## src/rtl/tick_sequencer.sv

```systemverilog
// Tick sequencer: turns decoded pause/run/step/period commands into one-cycle tick pulses,
// with a snapshot handshake that freezes ticking. Define TICK_COUNTER_EN to add o_tick_count.
//
// state | meaning
// IDLE  | no ticking, phase counter held
// RUN   | ticking continuously every eff_period cycles
// STEP  | ticking until steps_left reaches zero, then back to IDLE
// HOLD  | frozen for snapshot; commands refused, previous state kept in saved_q
module tick_sequencer #(
    parameter int          CNT_W      = 24,
    parameter int          STEP_W     = 16,
    parameter int unsigned DEF_PERIOD = 2500000
) (
    input  logic              i_clk,
    input  logic              i_rst,
    input  logic              i_cmd_valid,
    input  logic [2:0]        i_cmd_op,
    input  logic [CNT_W-1:0]  i_cmd_arg,
    output logic              o_cmd_ready,
    input  logic              i_snap_req,
    output logic              o_snap_ack,
    output logic              o_tick,
    output logic              o_running,
    output logic              o_step_done,
    output logic [STEP_W-1:0] o_steps_left,
    output logic [31:0]       o_tick_count
);

    typedef enum logic [1:0] {ST_IDLE, ST_RUN, ST_STEP, ST_HOLD} state_t;

    localparam logic [2:0] OP_PAUSE      = 3'd1;
    localparam logic [2:0] OP_RUN        = 3'd2;
    localparam logic [2:0] OP_STEP       = 3'd3;
    localparam logic [2:0] OP_SET_PERIOD = 3'd4;

    state_t              state_q, state_n;
    state_t              saved_q, saved_n;
    logic [CNT_W-1:0]    period_q, period_n;
    logic [CNT_W-1:0]    phase_q, phase_n;
    logic [STEP_W-1:0]   steps_n;
    logic                pend_q, pend_n;
    logic                tick_n, done_n;
    logic                active, tick_gen, cmd_acc, enter_hold;
    logic [CNT_W-1:0]    eff_last;

    assign active   = (state_q == ST_RUN) || (state_q == ST_STEP);
    assign eff_last = (period_q == '0) ? '0 : period_q - CNT_W'(1);
    assign tick_gen = active && (phase_q == eff_last);
    assign cmd_acc  = i_cmd_valid && o_cmd_ready;

    // A snapshot request that collided with a tick or command is remembered in pend_q so that
    // HOLD is still entered on the next cycle even if that cycle would tick again (period 0/1).
    assign enter_hold = (state_q != ST_HOLD) && i_snap_req && !cmd_acc &&
                        (!tick_gen || pend_q);

    always_comb begin
        state_n  = state_q;
        saved_n  = saved_q;
        period_n = period_q;
        phase_n  = phase_q;
        steps_n  = o_steps_left;
        tick_n   = 1'b0;
        done_n   = 1'b0;
        pend_n   = (state_q != ST_HOLD) && i_snap_req && !enter_hold;

        if (active) begin
            if (tick_gen) begin
                if (!enter_hold) begin
                    tick_n  = 1'b1;
                    phase_n = '0;
                    if (state_q == ST_STEP) begin
                        steps_n = o_steps_left - STEP_W'(1);
                        if (o_steps_left == STEP_W'(1)) begin
                            state_n = ST_IDLE;
                            done_n  = 1'b1;
                        end
                    end
                end
            end else begin
                phase_n = phase_q + CNT_W'(1);
            end
        end

        if (enter_hold) begin
            state_n = ST_HOLD;
            saved_n = state_q;
        end

        if ((state_q == ST_HOLD) && !i_snap_req) begin
            state_n = saved_q;
        end

        if (cmd_acc) begin
            case (i_cmd_op)
                OP_PAUSE: begin
                    state_n = ST_IDLE;
                    steps_n = '0;
                end
                OP_RUN: begin
                    state_n = ST_RUN;
                    phase_n = '0;
                    steps_n = '0;
                end
                OP_STEP: begin
                    steps_n = i_cmd_arg[STEP_W-1:0];
                    phase_n = '0;
                    if (i_cmd_arg[STEP_W-1:0] == '0) begin
                        state_n = ST_IDLE;
                        done_n  = 1'b1;
                    end else begin
                        state_n = ST_STEP;
                    end
                end
                OP_SET_PERIOD: begin
                    period_n = i_cmd_arg;
                    phase_n  = '0;
                end
                default: ;
            endcase
        end
    end

    always_ff @(posedge i_clk) begin
        if (i_rst) begin
            state_q      <= ST_IDLE;
            saved_q      <= ST_IDLE;
            period_q     <= CNT_W'(DEF_PERIOD);
            phase_q      <= '0;
            pend_q       <= 1'b0;
            o_steps_left <= '0;
            o_tick       <= 1'b0;
            o_step_done  <= 1'b0;
            o_snap_ack   <= 1'b0;
            o_cmd_ready  <= 1'b1;
            o_running    <= 1'b0;
        end else begin
            state_q      <= state_n;
            saved_q      <= saved_n;
            period_q     <= period_n;
            phase_q      <= phase_n;
            pend_q       <= pend_n;
            o_steps_left <= steps_n;
            o_tick       <= tick_n;
            o_step_done  <= done_n;
            o_snap_ack   <= (state_n == ST_HOLD);
            o_cmd_ready  <= (state_n != ST_HOLD);
            o_running    <= (state_n == ST_RUN) || (state_n == ST_STEP) ||
                            ((state_n == ST_HOLD) &&
                             ((saved_n == ST_RUN) || (saved_n == ST_STEP)));
        end
    end

`ifdef TICK_COUNTER_EN
    localparam logic [2:0] OP_CLR_COUNT = 3'd5;

    // A clear wins over a tick issued in the same cycle.
    always_ff @(posedge i_clk) begin
        if (i_rst) begin
            o_tick_count <= '0;
        end else if (cmd_acc && (i_cmd_op == OP_CLR_COUNT)) begin
            o_tick_count <= '0;
        end else if (tick_n) begin
            o_tick_count <= o_tick_count + 32'd1;
        end
    end
`else
    assign o_tick_count = '0;
`endif

endmodule

```

## config.mk

```make
export PLATFORM = sky130hd
export DESIGN_NAME = tick_sequencer
export DESIGN_NICKNAME = d
export VERILOG_FILES = /design/src/rtl/tick_sequencer.sv
export SDC_FILE = /design/constraint.sdc
export NUM_CORES = 1
export LEC_CHECK = 0
export CORE_MARGIN = 2
export CORE_UTILIZATION = 50
export CTS_CLUSTER_SIZE = 30
export DETAILED_ROUTE_END_ITERATION = 16
export PLACE_DENSITY = 0.75
export SYNTH_ARGS = -nofsm -noshare
export SYNTH_HDL_FRONTEND = slang
export SYNTH_SLANG_ARGS = --single-unit
```

## constraint.sdc

```tcl
create_clock -name i_clk -period 4 [get_ports i_clk]
set_input_delay 0.6 -clock i_clk [delete_from_list [all_inputs] [get_ports i_clk]]
set_output_delay 0.6 -clock i_clk [all_outputs]
set_load 0.1 [all_outputs]
```

Word level (Yosys, flattened, before mapping). Cells that the tools add are included.

Register bits: 74. Bits of input ports: 31. Output and inout port bits: 53. Logic and storage cells: 86.

$add $sub $neg: 3. Equal/unequal tests: 16. Multiplexer cells: 31. Bitwise gates (word level): 2. Reduce and logical (&&, ||, !) cells: 23.

Operators by type and width (count): $mux W24 (6); $mux W16 (5); $pmux W16 S2 (1); $add A24 B1 Y24 const B (1); $eq A24 B24 Y1 (1); $logic_not A24 Y1 (1); $sub A24 B1 Y24 const B (1); $mux W2 (9); $eq A16 B1 Y1 const B (1); $logic_not A16 Y1 (1); $sub A16 B1 Y16 const B (1); $eq A2 B2 Y1 const B (5); $mux W1 (9); $logic_and A1 B1 Y1 (8); $eq A2 B1 Y1 const B (3); $eq A3 B2 Y1 const B (2); $pmux W2 S3 (1); $reduce_or A3 Y1 (2); $logic_or A1 B1 Y1 (5); $logic_not A1 Y1 (4); $ne A2 B2 Y1 const B (2); $eq A3 B1 Y1 const B (1); $eq A3 B3 Y1 const B (1); $not A1 Y1 (2); 2 further kinds (2).

Logic depth before layout (Yosys ltp). Gate-level depths: netlist of the first run.

Depth after elaboration: 14. Depth in mapped cells: 18.

Least setup slack after synthesis of the first run. OpenSTA, ideal clock, no wires.

Path kind: flip-flop to flip-flop. Start: register period_q[0]. End: register o_running. Data arrival time: 3493 ps. Data required time: 3908 ps. Setup slack: 414 ps. Stages on the path, launching flop included: 19. Buffers on the path: 3. Cells stage by stage: dfxtp_1 > inv_1 > ha_1 > nor3b_2 > nand3_1 > buf_2 > nor2_2 > xnor2_1 > a2111oi_0 > nor3_2 > nand3_1 > buf_2 > buf_2 > nor2_1 > o31ai_1 > ha_1 > nor2b_1 > inv_1 > o32ai_1.

Cells in the longest elaborated chain, start to end: 14. Elaborated cells between the ends (all ways): 24. Those cells by class: add/sub (1); eq/ne (6); mux (8); reduce/logical (9).

RTL lines: start, declared (RTL line 38) `logic [CNT_W-1:0] period_q, period_n;`; start signal, assigned (RTL line 127) `period_q <= CNT_W'(DEF_PERIOD);`; start signal, assigned (RTL line 139) `period_q <= period_n;`; $sub A24 B1 Y24 or $logic_not A24 Y1 (tied branches) (RTL line 47) `assign eff_last = (period_q == '0) ? '0 : period_q - CNT_W'(1);`; $mux W24 * (RTL line 47); $eq A24 B24 Y1 * (RTL line 48) `assign tick_gen = active && (phase_q == eff_last);`; $logic_and A1 B1 Y1 * (RTL line 48); $logic_not A1 Y1 (RTL line 54) `(!tick_gen || pend_q);`; $logic_or A1 B1 Y1 (RTL line 54); $logic_and A1 B1 Y1 (RTL line 53) `assign enter_hold = (state_q != ST_HOLD) && i_snap_req && !cmd_acc &&`; $mux W2 * (RTL line 84) `if (enter_hold) begin`; $mux W2 * (RTL line 89) `if ((state_q == ST_HOLD) && !i_snap_req) begin`; $pmux W2 S3 (RTL line 94) `case (i_cmd_op)`; $mux W2 * (RTL line 93) `if (cmd_acc) begin`; net state_n[1] (RTL line 36) `state_t state_q, state_n;`; $eq A2 B1 Y1, or another cell as far along (RTL line 147) `o_running <= (state_n == ST_RUN) || (state_n == ST_STEP) ||`; $logic_or A1 B1 Y1 or $logic_and A1 B1 Y1 (tied branches) (RTL line 147, 148); $logic_or A1 B1 Y1 * (RTL line 147); end signal, assigned (RTL line 147); end, declared (RTL line 23) `output logic o_running,`.

The timed path passes the listed nets; every way through them passes the cells marked *. A chain may end at the register's enable or synchronous reset.

Worst setup path after layout of the first run.
Start: register period_q[5]. End: register o_steps_left[1].

Cells in the longest elaborated chain, start to end: 12. Elaborated cells between the ends (all ways): 13. Those cells by class: add/sub (1); eq/ne (1); mux (6); reduce/logical (5).

RTL lines: $sub A24 B1 Y24 or $logic_not A24 Y1 (tied branches) (RTL line 47); $mux W24 * (RTL line 47); $eq A24 B24 Y1 * (RTL line 48); $logic_and A1 B1 Y1 * (RTL line 48); $logic_not A1 Y1 (RTL line 54); $logic_or A1 B1 Y1 (RTL line 54); $logic_and A1 B1 Y1 (RTL line 53); $mux W16 (RTL line 68) `if (!enter_hold) begin`; $mux W16 * (RTL line 67) `if (tick_gen) begin`; $mux W16 * (RTL line 66) `if (active) begin`; $pmux W16 S2 (RTL line 94); $mux W16 * (RTL line 93); end signal, assigned (RTL line 142) `o_steps_left <= steps_n;`; end, declared (RTL line 25) `output logic [STEP_W-1:0] o_steps_left,`.

Mark *: on every way between the ends. The rest lies on a longest branch, timed or not.

==> run metrics, run 1 <==
first drt pass iteration count 5; wire length after detailed routing 16.9 mm; capture point of the worst reg-to-reg path o_steps_left[1]; Hold Path Origin period_q[16]; relative slew slack 0.335; critical path required time 4320 ps; largest net degree at the start of global routing 33; routed wirelength normalized by instance count 18.4 µm; critical path launch point type flop; clock insertion delay at the later pin of the skew report 390 ps; peak ir drop on the vdd network 216 µV; RSZ-0062 raised after global routing false; total standard cell area after synthesis 5580 µm²; post-detailed-route count of antenna-violating nets 0; TritonCTS clock tree yes; starting utilization of the core area 0.514; cell types with the largest area share after synthesis dfxtp_1, nand2_1, buf_4; area delta synth->final 14.1%; total power draw 1.95 mW; syn avg cell area 7.57 µm²; number of input and output port buffers inserted 51; number of enable flip-flop cells after synthesis 0; final worst path period share 0.948; slack of the critical path 208 ps; Synth Warn # 0; path depth of the worst reg2reg path 11; crit path max-delay cell type nor3_1; number of antenna diodes 0; number of filler instances in the final layout 998; initial antenna violation count 0; leakage power of the design ~2.2 nW; GR met1 Demand/Resource 0.363; Multi-input gate area 3710 µm²; status completed; post-layout minimum cycle time 3790 ps; Die Wd 110 µm; Clock Path Buffers 2; classification of the worst setup path flop to flop; total track usage 0.290; Core Area 10800 µm²; via count approximately 6000; final non-filler cell area approximately 6400 µm²; via count of the first global-routing pass 5321; std cell rows 38; gpl congestion 0.977; count of pins over their slew limit 0; post-layout net count approximately 800; power density over the cells 307 nW/µm²; Layout Skew 14.6 ps; top-area cell type share of the netlist area 0.266; crit-path leading delay family simple AND/OR/NAND/NOR gates; share of cells above drive strength 1 0.0963; Post-route DRC 0; first-pass GRT wire length 27.1 mm; DR iter-0 viols 436; final setup TNS 0 ps; CP cell instances nor4_4, nand3_1, buf_4, o31ai_1, a21oi_1, nor3_1, o2111ai_2, buf_4, or3_4, or4_1, nand3_1; global route hottest layer met2; detailed-placement wirelength estimate 12.8 mm; path type of the worst min-delay path flop to flop; number of flip-flops and latches in the synthesized netlist 74; number of instances in the synthesized netlist 737; total die area 12000 µm²; count of final hold-check violations 0; fraction of the yosys area taken by sequential cells 0.266; H-tree depth 3; commonest non-fill, non-tap cells in the layout nand2_1, dfxtp_1, clkdlybuf4s50_1; most area-hungry cell type in the Yosys netlist dfxtp_1; most frequent standard cell in the layout excluding fill and tap cells nand2_1; maximum clock frequency 264 MHz; I/O pin cnt 84; remaining global-route overflow 0; Critical Path Max Stage Delay 480 ps; critical path buffer and inverter count 2; footprint of the flip-flops and latches ~1500 µm²; smallest hold slack between 500 and 600 ps; Post-DP Area 6110 µm²; Max FO, Critical Path 18; reg-to-reg startpoint period_q[5]; synth unique cells ~80; GR met3 Demand/Resource 0.0622; Worst Tran Pin Value 994 ps; CTS Sinks 74; global-route track usage on met2 0.484; Vias/cell 6.46; reg-to-reg setup timing slack 210 ps; Worst-path clk slew 90 ps; hold path cells 2; Final setup violation count 0; kind of end point of the critical path flop; total CTS buffers 9; arrival time at the worst endpoint 4110 ps; predominant post-synthesis flop cell dfxtp_1; end point of the most critical hold path period_q[16]; count of max-cap constraint violations 0; root cell of the clock tree clkbuf_8; proportion of synthesized flip-flops having asynchronous set or reset 0; worst-case setup slack after placement ~86 ps; vertical die dimension 110 µm
## power by group
part	internal, mW	switching (mW)	total, mW
logic	0.125	0.361	0.486
clock network	0.357	0.319	0.677
registers	0.757	0.0319	0.789
total	1.24	0.712	1.95
## metrics by stage
step,utilization,std cells
final,0.587,919
after global routing,0.587,919
after CTS,0.585,919
after detailed placement,0.564,903
after global placement,0.564,903
after floorplan,-,768
## cell families after synthesis
| group | synth area share |
|---|---|
| multiplexers | 0.0112 |
| buffers and inverters | 0.0942 |
| flip-flops | 0.266 |
| AO/OA/AOI/OAI | 0.222 |
| AND/OR/NAND/NOR | 0.351 |
| XOR/XNOR | 0.0379 |
| other | 0.000672 |
| adder cells (fa/ha/maj) | 0.0180 |
## cell usage after synthesis (all sizes together), types with 6 or more instances
master   n
nand2   87
dfxtp   74
buf     45
nor3    43
nor2    41
a21oi   39
nand3   35
clkbuf  33
o21ai   30
nor4    26
inv     24
nand4   21
or3     20
o211ai  19
and3    16
or4     16
nand2b  13
xnor2   12
o311a   11
a221o    9
nand3b   9
o31ai    9
ha       8
xor2     7
or2      6
## worst max-delay path by stage
stage | startpoint | end | slack, ps | cells past startpoint
2_1_floorplan | period_q[0] | o_running | 410 | 18
3_3_place_gp | period_q[0] | o_steps_left[9] | 210 | 12
3_5_place_dp | period_q[0] | o_steps_left[1] | 90 | 12
4_1_cts | period_q[0] | o_steps_left[1] | 50 | 12
5_1_grt | period_q[9] | o_running | 10 | 14
6_report | period_q[5] | o_steps_left[1] | 210 | 11
## worst reg2reg max path, cell delays in order (launching register included)
cell       delay [ps]
dfxtp_1           400
nor4_4            430
nand3_1           210
buf_4             220
o31ai_1           320
a21oi_1           130
nor3_1            480
o2111ai_2         290
buf_4             300
or3_4             430
or4_1             410
nand3_1            90
## metal layers
layer / vias to the layer above / routed length, µm
met5: - / 0
met4: 0 / 546
met3: 42 / 1210
met2: 272 / 8140
met1: 2827 / 7020
li1: 2792 / -
## registers in the layout, summed over array words and instances, names as in the netlist
name and flops:
o_tick 1, period_q 24, o_running 1, o_cmd_ready 1, o_step_done 1, o_steps_left 16, pend_q 1, state_q 2
saved_q 2, o_snap_ack 1, phase_q 24
## cell type report
type,count,area share
multi-input cells,591,0.583
flip-flops and latches,74,0.233
repair buffers,73,0.106
well taps,140,0.0275
clock buffers,9,0.0195
clock inverters,7,0.0159
inverters,25,0.0147
## timing repair
item	4_1_cts	5_1_grt
endpoints found under the setup margin	0	19
hold buffers	0	0
buffers inserted	0	0
resized for setup	0	6
No activity file was read; power rests on OpenSTA's default activity.
==> run 2, diff against run 1 <==
--- a/config.mk
+++ b/config.mk
@@ -5,11 +5,13 @@
 export SDC_FILE = /design/constraint.sdc
 export NUM_CORES = 1
 export LEC_CHECK = 0
+export CAP_MARGIN = 40
 export CORE_MARGIN = 2
 export CORE_UTILIZATION = 50
 export CTS_CLUSTER_SIZE = 30
 export DETAILED_ROUTE_END_ITERATION = 16
-export PLACE_DENSITY = 0.75
+export PLACE_DENSITY = 0.83
+export RECOVER_POWER = 50
 export SYNTH_ARGS = -nofsm -noshare
 export SYNTH_HDL_FRONTEND = slang
 export SYNTH_SLANG_ARGS = --single-unit
==> run 2 against run 1 <==
  * Sequential cell count unchanged
  * Routed wire length increased by 16%
  * Clock power decreased by 5.8%
  * Critical path type unchanged
==> run metrics, run 2 (synthesis results as in run 1) <==
critical path required time 4300 ps (-20 ps); arrival time at the worst endpoint 4120 ps (about the same); DR iter-0 viols 582 (+33%); total internal power 1.23 mW (-0.55%); total CTS buffers 9 (unchanged); Layout Skew 13.7 ps (-0.912 ps); Core Area 10800 µm² (unchanged); std cell rows 38 (unchanged); crit-path leading delay family simple AND/OR/NAND/NOR gates; remaining global-route overflow 0 (unchanged); relative slew slack 0.199 (-0.137); placed instance count 936 (+3.7%); smallest hold slack 514 ps (+5.26 ps); crit path max-delay cell type or3b_2; area delta synth->final 18.3%; clock insertion delay at the later pin of the skew report 360 ps (-30 ps); via count of the first global-routing pass 5848 (+9.9%); first drt pass iteration count 5 (unchanged); status completed; largest net degree at the start of global routing 42 (+27%); Post-route DRC 0 (unchanged); Clock Path Buffers 2 (unchanged); post-detailed-route count of antenna-violating nets 0 (unchanged); maximum clock frequency 262 MHz (-0.62%); Critical Path Max Stage Delay 580 ps (+100 ps); total track usage 0.336 (+0.0461); count of max-cap constraint violations 0 (unchanged); H-tree depth 3 (unchanged); Worst Tran Pin Value 1210 ps (+213 ps); first-pass GRT wire length 31.0 mm (+14%); Max FO, Critical Path 18 (unchanged); clock share of power 0.328 (-0.019); Worst-path clk slew 80 ps (about the same); sw frac 0.366 (+0.00104); detailed-placement wirelength estimate 15.0 mm (+18%); count of final hold-check violations 0 (unchanged); vertical die dimension 110 µm (unchanged); power density over the cells 295 nW/µm² (-3.9%); count of pins over their slew limit 0 (unchanged); leakage power of the design 2.29 nW (+5.5%); relative contribution of sequential cells to total power 0.407 (+0.003); number of antenna diodes 0 (unchanged); GR met3 Demand/Resource 0.0539 (-0.00830); part of the power in combinational logic 0.265 (+0.016); peak ir drop on the vdd network 201 µV (-7.2%); gpl congestion 1.00 (+2.4%); TritonCTS clock tree yes; classification of the worst setup path flop to flop; global route hottest layer met2; number of input and output port buffers inserted 51 (unchanged); kind of end point of the critical path flop; critical path launch point type flop; top flop regs period_q: 24 flops, phase_q: 24 flops, o_steps_left: 16 flops; critical path buffer and inverter count 2 (unchanged); GR met1 Demand/Resource 0.421 (+0.0586); post-layout minimum cycle time 3820 ps (+23.5 ps); Switching Power 0.712 mW (about the same); path type of the worst min-delay path flop to flop; CP cell instances inv_1, ha_1, or3b_2, nor3_1, a21oi_1, mux2_2, a211oi_2, o2111ai_2, buf_4, or3_4, or4_1, nand3_1; via count 6309 (+6.3%); final worst path period share 0.954 (+0.00588); final setup TNS 0 ps (unchanged); count of hold-fix buffers inserted at cts 0 (unchanged); Vias/cell 6.63 (+2.7%); Die Wd 110 µm (unchanged); I/O pin cnt 84 (unchanged); CTS Sinks 74 (unchanged); most frequent standard cell in the layout excluding fill and tap cells nand2_1; routed wirelength normalized by instance count 20.7 µm (+12%); wire length after detailed routing 19.7 mm (+16%); final core area utilization 0.609 (+0.0217); starting utilization of the core area 0.514 (unchanged); post-layout net count 846 (+4.1%); initial antenna violation count 0 (unchanged); final non-filler cell area 6600 µm² (+3.7%); Post-DP Area 6530 µm² (+6.8%); Final setup violation count 0 (unchanged); non-filler cells in the finished layout 952 (+3.6%); root cell of the clock tree clkbuf_8; global-route track usage on met2 0.553 (+0.0697); total die area 12000 µm² (unchanged); commonest non-fill, non-tap cells in the layout nand2_1, dfxtp_1, clkdlybuf4s50_1; share of cells above drive strength 1 0.111 (+0.0146)
[run 2: cell types whose count changed in the layout (fill, tap and decap cells not counted), moves of 3 or more]
cell,before,now
clkdlybuf4s50_1,51,45
clkbuf_1,0,18
dlygate4sd3_1,0,6
clkbuf_8,9,12
buf_8,0,4
buf_4,22,31
[run 2: final timing paths]
kind	startpoint	to	slack, ps	depth (start not counted)
worst max-delay path	period_q[0]	o_steps_left[0]	180	12
worst min-delay path	period_q[0]	period_q[0]	510	2
worst max register to register	period_q[0]	o_steps_left[0]	180	12
worst min register to register	period_q[0]	period_q[0]	510	2
[run 2: repair_timing]
item	CTS	global route
buffers inserted	0	0
resized for setup	0	7
hold endpoints to repair	0	0
endpoints found under the setup margin	0	13
[run 2: stage by stage]
step	setup WS, ps	total power, mW
floorplan	414	1.19
global placement	142	1.29
detailed placement	174	1.33
CTS	127	1.95
global route	-6.58	2.01
finish	184	1.94
[run 2: power groups by stage]
stage / Combinational [mW] / Sequential, mW / Clock [mW]
2_1_floorplan: 0.333 / 0.852 / 0
3_3_place_gp: 0.487 / 0.806 / 0
3_5_place_dp: 0.521 / 0.807 / 0
4_1_cts: 0.522 / 0.789 / 0.640
5_1_grt: 0.542 / 0.793 / 0.673
6_report: 0.515 / 0.792 / 0.638
[run 2: area by class of cell]
type / instances / area, µm²
Sequential cell: 74 / 1480
Timing Repair Buffer: 106 / 910
Clock buffer: 13 / 169
Inverter: 25 / 93.8
Multi-Input combinational cell: 591 / 3720
Fill cell: 949 / 4240
Clock inverter: 3 / 46.3
Tap cell: 140 / 175
[run 2: worst reg2reg max path: stages (launching register included)]
cell and delay (ps):
dfxtp_1 350, inv_1 110, ha_1 200, or3b_2 590, nor3_1 360, a21oi_1 120, mux2_2 310, a211oi_2 290
o2111ai_2 230, buf_4 270, or3_4 440, or4_1 410, nand3_1 100
[run 2: routing by layer]
layer | up-vias | routed length [µm]
li1 | 2860 | -
met1 | 2986 | 7710
met2 | 373 | 9350
met3 | 90 | 1550
met4 | 0 | 1060
met5 | - | 0
==> run 3, diff against run 2 <==
--- a/config.mk
+++ b/config.mk
@@ -5,6 +5,7 @@
 export SDC_FILE = /design/constraint.sdc
 export NUM_CORES = 1
 export LEC_CHECK = 0
+export ABC_CLOCK_PERIOD_IN_PS = 4000
 export CAP_MARGIN = 40
 export CORE_MARGIN = 2
 export CORE_UTILIZATION = 50
==> results of run 3 <==
The final DEF is identical to that of run 2; final timing and power are the same.
